$ cat src/rtl/ctrl_pkg.sv
// Shared definitions for the hardwired control sequencer: opcodes, step encodings,
// ALU select codes, IR field positions and the decoded strobe bundle.
package ctrl_pkg;

   localparam int OPC_HI = 31;
   localparam int OPC_LO = 27;
   localparam int RA_HI  = 26;
   localparam int RA_LO  = 23;
   localparam int RB_HI  = 22;
   localparam int RB_LO  = 19;
   localparam int RC_HI  = 18;
   localparam int RC_LO  = 15;
   localparam int C_HI   = 18;
   localparam int C_LO   = 0;

   localparam logic [4:0] OP_LD   = 5'b00000;
   localparam logic [4:0] OP_LDI  = 5'b00001;
   localparam logic [4:0] OP_ST   = 5'b00010;
   localparam logic [4:0] OP_ADD  = 5'b00011;
   localparam logic [4:0] OP_SUB  = 5'b00100;
   localparam logic [4:0] OP_AND  = 5'b00101;
   localparam logic [4:0] OP_OR   = 5'b00110;
   localparam logic [4:0] OP_ADDI = 5'b01100;
   localparam logic [4:0] OP_ANDI = 5'b01101;
   localparam logic [4:0] OP_ORI  = 5'b01110;
   localparam logic [4:0] OP_BR   = 5'b10010;
   localparam logic [4:0] OP_JR   = 5'b10100;
   localparam logic [4:0] OP_NOP  = 5'b11010;
   localparam logic [4:0] OP_HALT = 5'b11011;

   localparam logic [3:0] ALU_ADD = 4'd0;
   localparam logic [3:0] ALU_SUB = 4'd1;
   localparam logic [3:0] ALU_AND = 4'd2;
   localparam logic [3:0] ALU_OR  = 4'd3;

   typedef enum logic [3:0] {
      T0   = 4'd0,
      T1   = 4'd1,
      T2   = 4'd2,
      T3   = 4'd3,
      T4   = 4'd4,
      T5   = 4'd5,
      T6   = 4'd6,
      T7   = 4'd7,
      HALT = 4'd8
   } step_t;

   typedef enum logic [3:0] {
      CLS_LD   = 4'd0,
      CLS_LDI  = 4'd1,
      CLS_ST   = 4'd2,
      CLS_RR   = 4'd3,
      CLS_IMM  = 4'd4,
      CLS_BR   = 4'd5,
      CLS_JR   = 4'd6,
      CLS_HALT = 4'd7,
      CLS_NOP  = 4'd8
   } op_class_t;

   typedef struct packed {
      logic       pc_out;
      logic       zlow_out;
      logic       zhigh_out;
      logic       mdr_out;
      logic       r_out;
      logic       ba_out;
      logic       c_out;
      logic       mar_in;
      logic       z_in;
      logic       pc_in;
      logic       mdr_in;
      logic       ir_in;
      logic       y_in;
      logic       r_in;
      logic       con_in;
      logic       gra;
      logic       grb;
      logic       grc;
      logic       inc_pc;
      logic       read;
      logic       write;
      logic [3:0] alu_op;
   } ctrl_t;

   // Unknown opcodes fall into the nop class.
   function automatic op_class_t classify(input logic [4:0] opc);
      case (opc)
         OP_LD:                    return CLS_LD;
         OP_LDI:                   return CLS_LDI;
         OP_ST:                    return CLS_ST;
         OP_ADD, OP_SUB,
         OP_AND, OP_OR:            return CLS_RR;
         OP_ADDI, OP_ANDI, OP_ORI: return CLS_IMM;
         OP_BR:                    return CLS_BR;
         OP_JR:                    return CLS_JR;
         OP_HALT:                  return CLS_HALT;
         default:                  return CLS_NOP;
      endcase
   endfunction

   function automatic logic [3:0] alu_sel(input logic [4:0] opc);
      case (opc)
         OP_SUB:          return ALU_SUB;
         OP_AND, OP_ANDI: return ALU_AND;
         OP_OR, OP_ORI:   return ALU_OR;
         default:         return ALU_ADD;
      endcase
   endfunction

endpackage

$ cat src/rtl/ctrl_decode.sv
// Purely combinational map from (step, opcode, CON_FF) to the Datapath strobe bundle.
module ctrl_decode
   import ctrl_pkg::*;
(
   input  step_t      step,
   input  logic [4:0] opcode,
   input  logic       con_ff,
   output ctrl_t      ctrl
);

   op_class_t cls;

   assign cls = classify(opcode);

   // Strobe decode per micro-step
   always_comb begin
      ctrl        = '0;
      ctrl.alu_op = ALU_ADD;
      case (step)
         T0: begin
            ctrl.pc_out = 1'b1;
            ctrl.mar_in = 1'b1;
            ctrl.inc_pc = 1'b1;
            ctrl.z_in   = 1'b1;
         end
         T1: begin
            ctrl.zlow_out = 1'b1;
            ctrl.pc_in    = 1'b1;
            ctrl.read     = 1'b1;
            ctrl.mdr_in   = 1'b1;
         end
         T2: begin
            ctrl.mdr_out = 1'b1;
            ctrl.ir_in   = 1'b1;
         end
         T3: begin
            case (cls)
               CLS_LD, CLS_LDI, CLS_ST: begin
                  ctrl.grb    = 1'b1;
                  ctrl.ba_out = 1'b1;
                  ctrl.y_in   = 1'b1;
               end
               CLS_RR, CLS_IMM: begin
                  ctrl.grb   = 1'b1;
                  ctrl.r_out = 1'b1;
                  ctrl.y_in  = 1'b1;
               end
               CLS_BR: begin
                  ctrl.gra    = 1'b1;
                  ctrl.r_out  = 1'b1;
                  ctrl.con_in = 1'b1;
               end
               CLS_JR: begin
                  ctrl.gra   = 1'b1;
                  ctrl.r_out = 1'b1;
                  ctrl.pc_in = 1'b1;
               end
               default: ctrl.alu_op = ALU_ADD;
            endcase
         end
         T4: begin
            case (cls)
               CLS_LD, CLS_LDI, CLS_ST: begin
                  ctrl.c_out = 1'b1;
                  ctrl.z_in  = 1'b1;
               end
               CLS_RR: begin
                  ctrl.grc    = 1'b1;
                  ctrl.r_out  = 1'b1;
                  ctrl.z_in   = 1'b1;
                  ctrl.alu_op = alu_sel(opcode);
               end
               CLS_IMM: begin
                  ctrl.c_out  = 1'b1;
                  ctrl.z_in   = 1'b1;
                  ctrl.alu_op = alu_sel(opcode);
               end
               CLS_BR: begin
                  ctrl.pc_out = 1'b1;
                  ctrl.y_in   = 1'b1;
               end
               default: ctrl.alu_op = ALU_ADD;
            endcase
         end
         T5: begin
            case (cls)
               CLS_LD, CLS_ST: begin
                  ctrl.zlow_out = 1'b1;
                  ctrl.mar_in   = 1'b1;
               end
               CLS_LDI, CLS_RR, CLS_IMM: begin
                  ctrl.zlow_out = 1'b1;
                  ctrl.gra      = 1'b1;
                  ctrl.r_in     = 1'b1;
               end
               CLS_BR: begin
                  ctrl.c_out = 1'b1;
                  ctrl.z_in  = 1'b1;
               end
               default: ctrl.alu_op = ALU_ADD;
            endcase
         end
         T6: begin
            case (cls)
               CLS_LD: begin
                  ctrl.read   = 1'b1;
                  ctrl.mdr_in = 1'b1;
               end
               CLS_ST: begin
                  ctrl.gra    = 1'b1;
                  ctrl.r_out  = 1'b1;
                  ctrl.mdr_in = 1'b1;
               end
               CLS_BR: begin
                  if (con_ff) begin
                     ctrl.zlow_out = 1'b1;
                     ctrl.pc_in    = 1'b1;
                  end else begin
                     ctrl.pc_in = 1'b0;
                  end
               end
               default: ctrl.alu_op = ALU_ADD;
            endcase
         end
         T7: begin
            case (cls)
               CLS_LD: begin
                  ctrl.mdr_out = 1'b1;
                  ctrl.gra     = 1'b1;
                  ctrl.r_in    = 1'b1;
               end
               CLS_ST:  ctrl.write = 1'b1;
               default: ctrl.alu_op = ALU_ADD;
            endcase
         end
         default: ctrl.alu_op = ALU_ADD;
      endcase
   end

endmodule

$ cat src/rtl/control_sequencer.sv
// Hardwired control unit: fetch T0-T2, opcode-specific execute T3-T7, then back to T0.
// Optional CTRL_MEM_WAIT_EN adds Mem_ready, stretching Read/Write steps until memory is ready.
module control_sequencer
   import ctrl_pkg::*;
#(
   parameter int IR_W     = 32,
   parameter int OPCODE_W = 5,
   parameter int ALU_OP_W = 4
)(
   input  logic                Clock,
   input  logic                Reset,
   input  logic [IR_W-1:0]     IR,
   input  logic                CON_FF,
`ifdef CTRL_MEM_WAIT_EN
   input  logic                Mem_ready,
`endif
   output logic                PCout,
   output logic                Zlowout,
   output logic                Zhighout,
   output logic                MDRout,
   output logic                Rout,
   output logic                BAout,
   output logic                Cout,
   output logic                MARin,
   output logic                Zin,
   output logic                PCin,
   output logic                MDRin,
   output logic                IRin,
   output logic                Yin,
   output logic                Rin,
   output logic                CONin,
   output logic                Gra,
   output logic                Grb,
   output logic                Grc,
   output logic                IncPC,
   output logic                Read,
   output logic                Write,
   output logic [ALU_OP_W-1:0] ALU_op,
   output logic                Run
);

   step_t             step_r;
   step_t             step_next;
   logic [OPCODE_W-1:0] opcode;
   op_class_t         cls;
   ctrl_t             dec;
   ctrl_t             ctrl;
   logic              hold;
   logic              ir_unused;

   assign opcode    = IR[OPC_HI:OPC_LO];
   assign ir_unused = ^IR[OPC_LO-1:0];
   assign cls       = classify(opcode);

   ctrl_decode u_decode (
      .step   (step_r),
      .opcode (opcode),
      .con_ff (CON_FF),
      .ctrl   (dec)
   );

   // A memory step stalls in place until Mem_ready is seen at an edge.
   always_comb begin
      hold = 1'b0;
`ifdef CTRL_MEM_WAIT_EN
      hold = (dec.read | dec.write) & ~Mem_ready;
`endif
   end

   // Next-step selection
   always_comb begin
      step_next = T0;
      case (step_r)
         T0: step_next = T1;
         T1: step_next = T2;
         T2: step_next = T3;
         T3: begin
            case (cls)
               CLS_JR, CLS_NOP: step_next = T0;
               CLS_HALT:        step_next = HALT;
               default:         step_next = T4;
            endcase
         end
         T4: step_next = T5;
         T5: begin
            case (cls)
               CLS_LD, CLS_ST, CLS_BR: step_next = T6;
               default:                step_next = T0;
            endcase
         end
         T6: begin
            if (cls == CLS_LD || cls == CLS_ST) begin
               step_next = T7;
            end else begin
               step_next = T0;
            end
         end
         T7:      step_next = T0;
         HALT:    step_next = HALT;
         default: step_next = T0;
      endcase
      if (hold) begin
         step_next = step_r;
      end else begin
         step_next = step_next;
      end
   end

   // Step register
   always_ff @(posedge Clock or posedge Reset) begin
      if (Reset) begin
         step_r <= T0;
      end else begin
         step_r <= step_next;
      end
   end

   // Reset forces every strobe low even though the step already sits at T0.
   assign ctrl     = Reset ? '0 : dec;
   assign Run      = ~Reset & (step_r <= T7);
   assign PCout    = ctrl.pc_out;
   assign Zlowout  = ctrl.zlow_out;
   assign Zhighout = ctrl.zhigh_out;
   assign MDRout   = ctrl.mdr_out;
   assign Rout     = ctrl.r_out;
   assign BAout    = ctrl.ba_out;
   assign Cout     = ctrl.c_out;
   assign MARin    = ctrl.mar_in;
   assign Zin      = ctrl.z_in;
   assign PCin     = ctrl.pc_in;
   assign MDRin    = ctrl.mdr_in;
   assign IRin     = ctrl.ir_in;
   assign Yin      = ctrl.y_in;
   assign Rin      = ctrl.r_in;
   assign CONin    = ctrl.con_in;
   assign Gra      = ctrl.gra;
   assign Grb      = ctrl.grb;
   assign Grc      = ctrl.grc;
   assign IncPC    = ctrl.inc_pc;
   assign Read     = ctrl.read;
   assign Write    = ctrl.write;
   assign ALU_op   = ALU_OP_W'(ctrl.alu_op);

endmodule

$ cat config.mk
export PLATFORM = sky130hd
export DESIGN_NAME = control_sequencer
export DESIGN_NICKNAME = d
export VERILOG_FILES = /design/src/rtl/ctrl_pkg.sv /design/src/rtl/ctrl_decode.sv /design/src/rtl/control_sequencer.sv
export SDC_FILE = /design/constraint.sdc
export NUM_CORES = 1
export LEC_CHECK = 0
export ABC_AREA = 1
export CAP_MARGIN = 30
export CORE_MARGIN = 2
export CORE_UTILIZATION = 37
export DETAILED_ROUTE_END_ITERATION = 10
export PLACE_DENSITY = 0.85
export RECOVER_POWER = 50
export SETUP_SLACK_MARGIN = 0.4
export SKIP_CTS_REPAIR_TIMING = 1
export SYNTH_ARGS = -nofsm -noshare
export SYNTH_HDL_FRONTEND = slang
export SYNTH_SLANG_ARGS = --single-unit
$ cat constraint.sdc
create_clock -name Clock -period 2.43 [get_ports Clock]
set_input_delay 0.486 -clock Clock [delete_from_list [all_inputs] [get_ports Clock]]
set_output_delay 0.486 -clock Clock [all_outputs]
set_load 0.1 [all_outputs]
==> impl_metrics.csv, run 1 <==
group,metric,value,unit
synthesis,synth_adder_area_share,0,
place,place_worst_setup_slack,-504.8,ps
synthesis,synth_sequential_area_ratio,0.1225,
synthesis,synthDominantCellAreaShare,0.1470,
synthesis,yosys.cell_types.count,28,
synthesis,synth_mux_area_frac,0,
floorplanning,initial_core_util,0.3803,
clocking,cts_buf_count,3,
floorplanning,placementRows,17,
clocking,cts_buffer_depth,2,
sta,worst_endpoint_kind,"top-level output",
clocking,ctsHtreeMaxLevel,1,
synthesis,synth_edf_count,0,
floorplanning,design.portCount,61,
synthesis,synth-warning-count,0,
floorplanning,floorplan.die.height,50.99,um
place,port-buffer-count,30,
synthesis,dominant_combinational_cell_family_by_area_after_synthesis,"simple AND/OR/NAND/NOR gates",
synthesis,ys.flop_type,"dfrtp_1",
synthesis,postSynthAreaPerCell,5.375,sq um
floorplanning,die_width,50.99,um
synthesis,share_of_synthesized_registers_carrying_an_async_set_or_reset,1.000,
outcome,first-error,"[ERROR DPL-0038] Utilization greater than 100%, impossible to legalize",
synthesis,synth-simple-area-share,0.5819,
clocking,clockRootBuffer,"clkbuf_4",
place,place_congestion,0.9232,
synthesis,yosysTopAreaCell,"nand2_1",
synthesis,syn-instance-count,152,
clocking,clock_sinks,4,
grt,grt_max_degree,10,
synthesis,post_synth_instance_area,817.0,sq um
place,detailedPlacementHpwl,3104,um
synthesis,seq_cells_post_synth,4,
synthesis,leading_post_synthesis_cells_by_cell_area,"nand2_1 (15%), dfrtp_1 (12%), nor2_1 (12%)",
sta,globalroute.repair_timing.worst_endpoint,"PCin",
synthesis,compound_gate_portion_of_the_synthesized_area,0.1240,
synthesis,fraction_of_synthesized_cell_area_in_xor_and_xnor_cells,0,
outcome,status,"aborted with a tool error",
outcome,haltStage,"5_1_grt",
synthesized netlist by cell type (2+ instances only):
cell type,n
nand2_1,32
nor2_1,26
inv_1,21
nand3_1,19
nand4_1,6
nand2_2,5
a21oi_1,4
buf_4,4
dfrtp_1,4
inv_2,4
nor3_1,4
nor2_2,3
o21ai_0,3
nand2_4,2
nor2_4,2
cell families after synthesis:
family	after synthesis
AO/OA/AOI/OAI	15
flip-flops	4
AND/OR/NAND/NOR	100
other	1
buffers and inverters	32
per-stage QoR:
step | hold WS (ps) | TNS, ps | cells | instance area, sq um
3_5_place_dp | 506.6 | -6932 | 246 | 1911
2_1_floorplan | 291.6 | -564.7 | 154 | 1117
3_3_place_gp | 488.1 | -5429 | 246 | 1911
4_1_cts | 510.6 | -7041 | 249 | 1933
==> inputs of run 2 (changes only) <==
--- a/config.mk
+++ b/config.mk
@@ -7,12 +7,11 @@
 export LEC_CHECK = 0
 export ABC_AREA = 1
 export CAP_MARGIN = 30
-export CORE_MARGIN = 2
-export CORE_UTILIZATION = 37
+export CORE_AREA = 2 2 63 65
 export DETAILED_ROUTE_END_ITERATION = 10
-export PLACE_DENSITY = 0.85
+export DIE_AREA = 0 0 65 67
+export PLACE_DENSITY_LB_ADDON = 0.15
 export RECOVER_POWER = 50
-export SETUP_SLACK_MARGIN = 0.4
 export SKIP_CTS_REPAIR_TIMING = 1
 export SYNTH_ARGS = -nofsm -noshare
 export SYNTH_HDL_FRONTEND = slang
==> run 2 against run 1 <==
Net effect: the run now ends clean; synthesized area did not move; synthesized cell count did not move.
==> impl_metrics.csv, run 2 <==
group,metric,value,unit
synthesis,dominant_combinational_cell_family_by_area_after_synthesis,"simple AND/OR/NAND/NOR gates",
grt,global_route_usage_over_all_layers,0.1473,
clocking,ctsHtreeMaxLevel,1,
sta,maxSlewViolCount,0,
pwr,p_per_area,814.2,nW/um^2
cells_and_area,num-fill-cells,363,
detailed_routing,vias_per_inst,4.676,
sta,fin_setup_tns,0,ps
grt,vias_in_the_first_global_route,1199,
sta,max_freq,417.0,MHz
clocking,clk_pin_slew,30,ps
place,detailedPlacementHpwl,2462,um
cells_and_area,finalInstanceArea,1919,sq um
cells_and_area,top_register,"step_r",
worst_setup_path,crit_path_end_kind,"output pin",
grt,grt_pass1_wl,5099,um
floorplanning,placementRows,22,
synthesis,synth_adder_area_share,0,
pwr,power_leakage,0.8920,nW
synthesis,yosysTopAreaCell,"nand2_1",
cells_and_area,most-common-layout-cells,"buf_4 (33), nand2_1 (23), buf_12 (20), inv_1 (16), nor2_4 (14)",
synthesis,leading_post_synthesis_cells_by_cell_area,"nand2_1 (15%), dfrtp_1 (12%), nor2_1 (12%)",
worst_setup_path,path_common_cell,"buf_4",
floorplanning,design.portCount,61,
synthesis,yosys.cell_types.count,28,
place,place_congestion,0.9070,
synthesis,postSynthAreaPerCell,5.375,sq um
floorplanning,floorplan.die.height,67,um
synthesis,synth-warning-count,0,
sta,period_share,0.9868,
sta,crit_path_time_final,2398,ps
floorplanning,core_area,3606,sq um
cells_and_area,layout_commonest_cell,"buf_4",
synthesis,fraction_of_synthesized_cell_area_in_xor_and_xnor_cells,0,
detailed_routing,drtPass1Iterations,4,
synthesis,synthDominantCellAreaShare,0.1470,
clocking,cts_buffer_depth,2,
place,port-buffer-count,30,
synthesis,share_of_synthesized_registers_carrying_an_async_set_or_reset,1.000,
worst_setup_path,timing.critical_path.cells,"buf_4 -> buf_4 -> nand3_4 -> nand3_2 -> nand2_2 -> nand2_4 -> buf_4 -> nand4_1 -> nand3_2 -> nor2_4 -> nor2_4 -> buf_12",
cells_and_area,largest_registers,"step_r (4)",
clocking,clockRootBuffer,"clkbuf_8",
sta,final-hold-violation-count,0,
worst_hold_path,worstHoldPathType,"flip-flop to flip-flop",
detailed_routing,final_antenna_net_count,0,
floorplanning,die_width,65,um
synthesis,ys.flop_type,"dfrtp_1",
detailed_routing,drt-total-wl,3297,um
clocking,cts_buf_count,3,
floorplanning,die_area,4355,sq um
synthesis,synth_sequential_area_ratio,0.1225,
detailed_routing,drc_errors,0,
grt,antenna_violations_before_repair,0,
outcome,status,"complete, no violations",
clocking,clk-insertion-delay-late,210,ps
worst_setup_path,timing.critical_path.fanout_max,6,
synthesis,synth_top_cells_by_count,"nand2_1 (32), nor2_1 (26), inv_1 (21)",
cells_and_area,area_delta_synth_final,134.9,%
job,maxCapViolCount,0,
synthesis,syn-instance-count,152,
cells_and_area,final_util,0.5323,
synthesis,synth_edf_count,0,
place,placement.cell_area,1758,sq um
sta,final_setup_violation_count,0,
synthesis,post_synth_instance_area,817.0,sq um
cells_and_area,drive_above_1_share,0.5981,
detailed_routing,route.detailed.wl_per_inst,12.58,um
detailed_routing,routed_via_count,1225,
cells_and_area,antenna_cells_inserted,0,
synthesis,seq_cells_post_synth,4,
worst_setup_path,required,1940,ps
worst_setup_path,critical_path_class,"input pin to output pin",
worst_setup_path,setup.worst_path.start_class,"input pin",
worst_setup_path,cp.arrival,1910,ps
grt,global_route.overflow_total,0,
pwr,power.ir.vdd_worst,0.5845,mV
detailed_routing,drt-initial-drc-count,53,
clocking,clock_sinks,4,
clocking,cts_tree,"built",
synthesis,synth_mux_area_frac,0,
synthesis,compound_gate_portion_of_the_synthesized_area,0.1240,
cells_and_area,largest_register_ff_count,4,
synthesis,synth_most_common_cell,"nand2_1",
cells_and_area,final_net_count,251,
worst_setup_path,biggest_cell_delay_along_the_critical_path,170,ps
grt,grt_max_degree,11,
synthesis,synth-simple-area-share,0.5819,
sta,worst_clock_skew,1.476,ps
floorplanning,initial_core_util,0.2266,
worst_setup_path,cpMaxStageDelayCell,"buf_12",
[run 2: cell counts after synthesis]
Identical to the previous run, type by type.
[run 2: worst max-delay path, delay by kind of cell]
family,cells,cell delay [ps]
and+or+nand+nor,8,810
buffers and inverters,4,600
[run 2: where the power goes]
part / leakage [nW] / internal [W] / switching (W)
Clock: 0.0216 / 0.000105 / 0.0000309
Combinational: 0.819 / 0.000421 / 0.000879
Sequential: 0.0514 / 0.0000935 / 0.0000331
[run 2: through the flow]
stage / setup slack [ps] / std cells / hold WS [ps] / total power [W]
after floorplan: -231.8 / 154 / 272.3 / 0.0009457
after global placement: -482.6 / 256 / 496.2 / 0.001379
after detailed placement: -548.7 / 256 / 498.0 / 0.001386
after CTS: -559.7 / 259 / 507.6 / 0.001531
after global routing: -23.80 / 262 / 596.8 / 0.001643
final: 32.09 / 262 / 540.9 / 0.001563
[run 2: cells by family (layout without fill, tap and decap cells)]
logic type / after synthesis / after routing
and+or+nand+nor: 100 / 100
AOI/OAI and AO/OA: 15 / 15
buffers and inverters: 32 / 92
DFF: 4 / 4
other: 1 / 3
[run 2: worst paths after layout]
| path | from | to | slack (ps) | cells past startpoint |
|---|---|---|---|---|
| setup / recovery | IR[28] | Gra | 30 | 12 |
| hold / removal | step_r[2]$_DFF_PP0_ | step_r[3]$_DFF_PP0_ | 540 | 1 |
| setup reg to reg | step_r[3]$_DFF_PP0_ | step_r[1]$_DFF_PP0_ | 1020 | 8 |
| hold reg to reg | step_r[2]$_DFF_PP0_ | step_r[3]$_DFF_PP0_ | 540 | 1 |
| max in group asynchronous | Reset | step_r[3]$_DFF_PP0_ | 1460 | 3 |
| min in group asynchronous | Reset | step_r[1]$_DFF_PP0_ | 800 | 3 |
[run 2: layer usage]
layer  up-vias  GRT usage  part of all wire
met4         0    0.05053            0.0064
met1       576     0.1812              0.39
met2        36     0.2629              0.56
met5         -          0                 0
li1        609          -                 -
met3         4    0.01858             0.043
[run 2: layout make-up]
type                            instances  area [sq um]  area share
Multi-Input combinational cell        118         877.1      0.4570
Timing Repair Buffer                   63         730.7      0.3807
Inverter                               26         110.1     0.05737
Sequential cell                         4         100.1     0.05215
Tap cell                               48         60.06     0.03129
Clock buffer                            3         41.29     0.02151
Note: power is estimated with default switching activity, not from simulation.
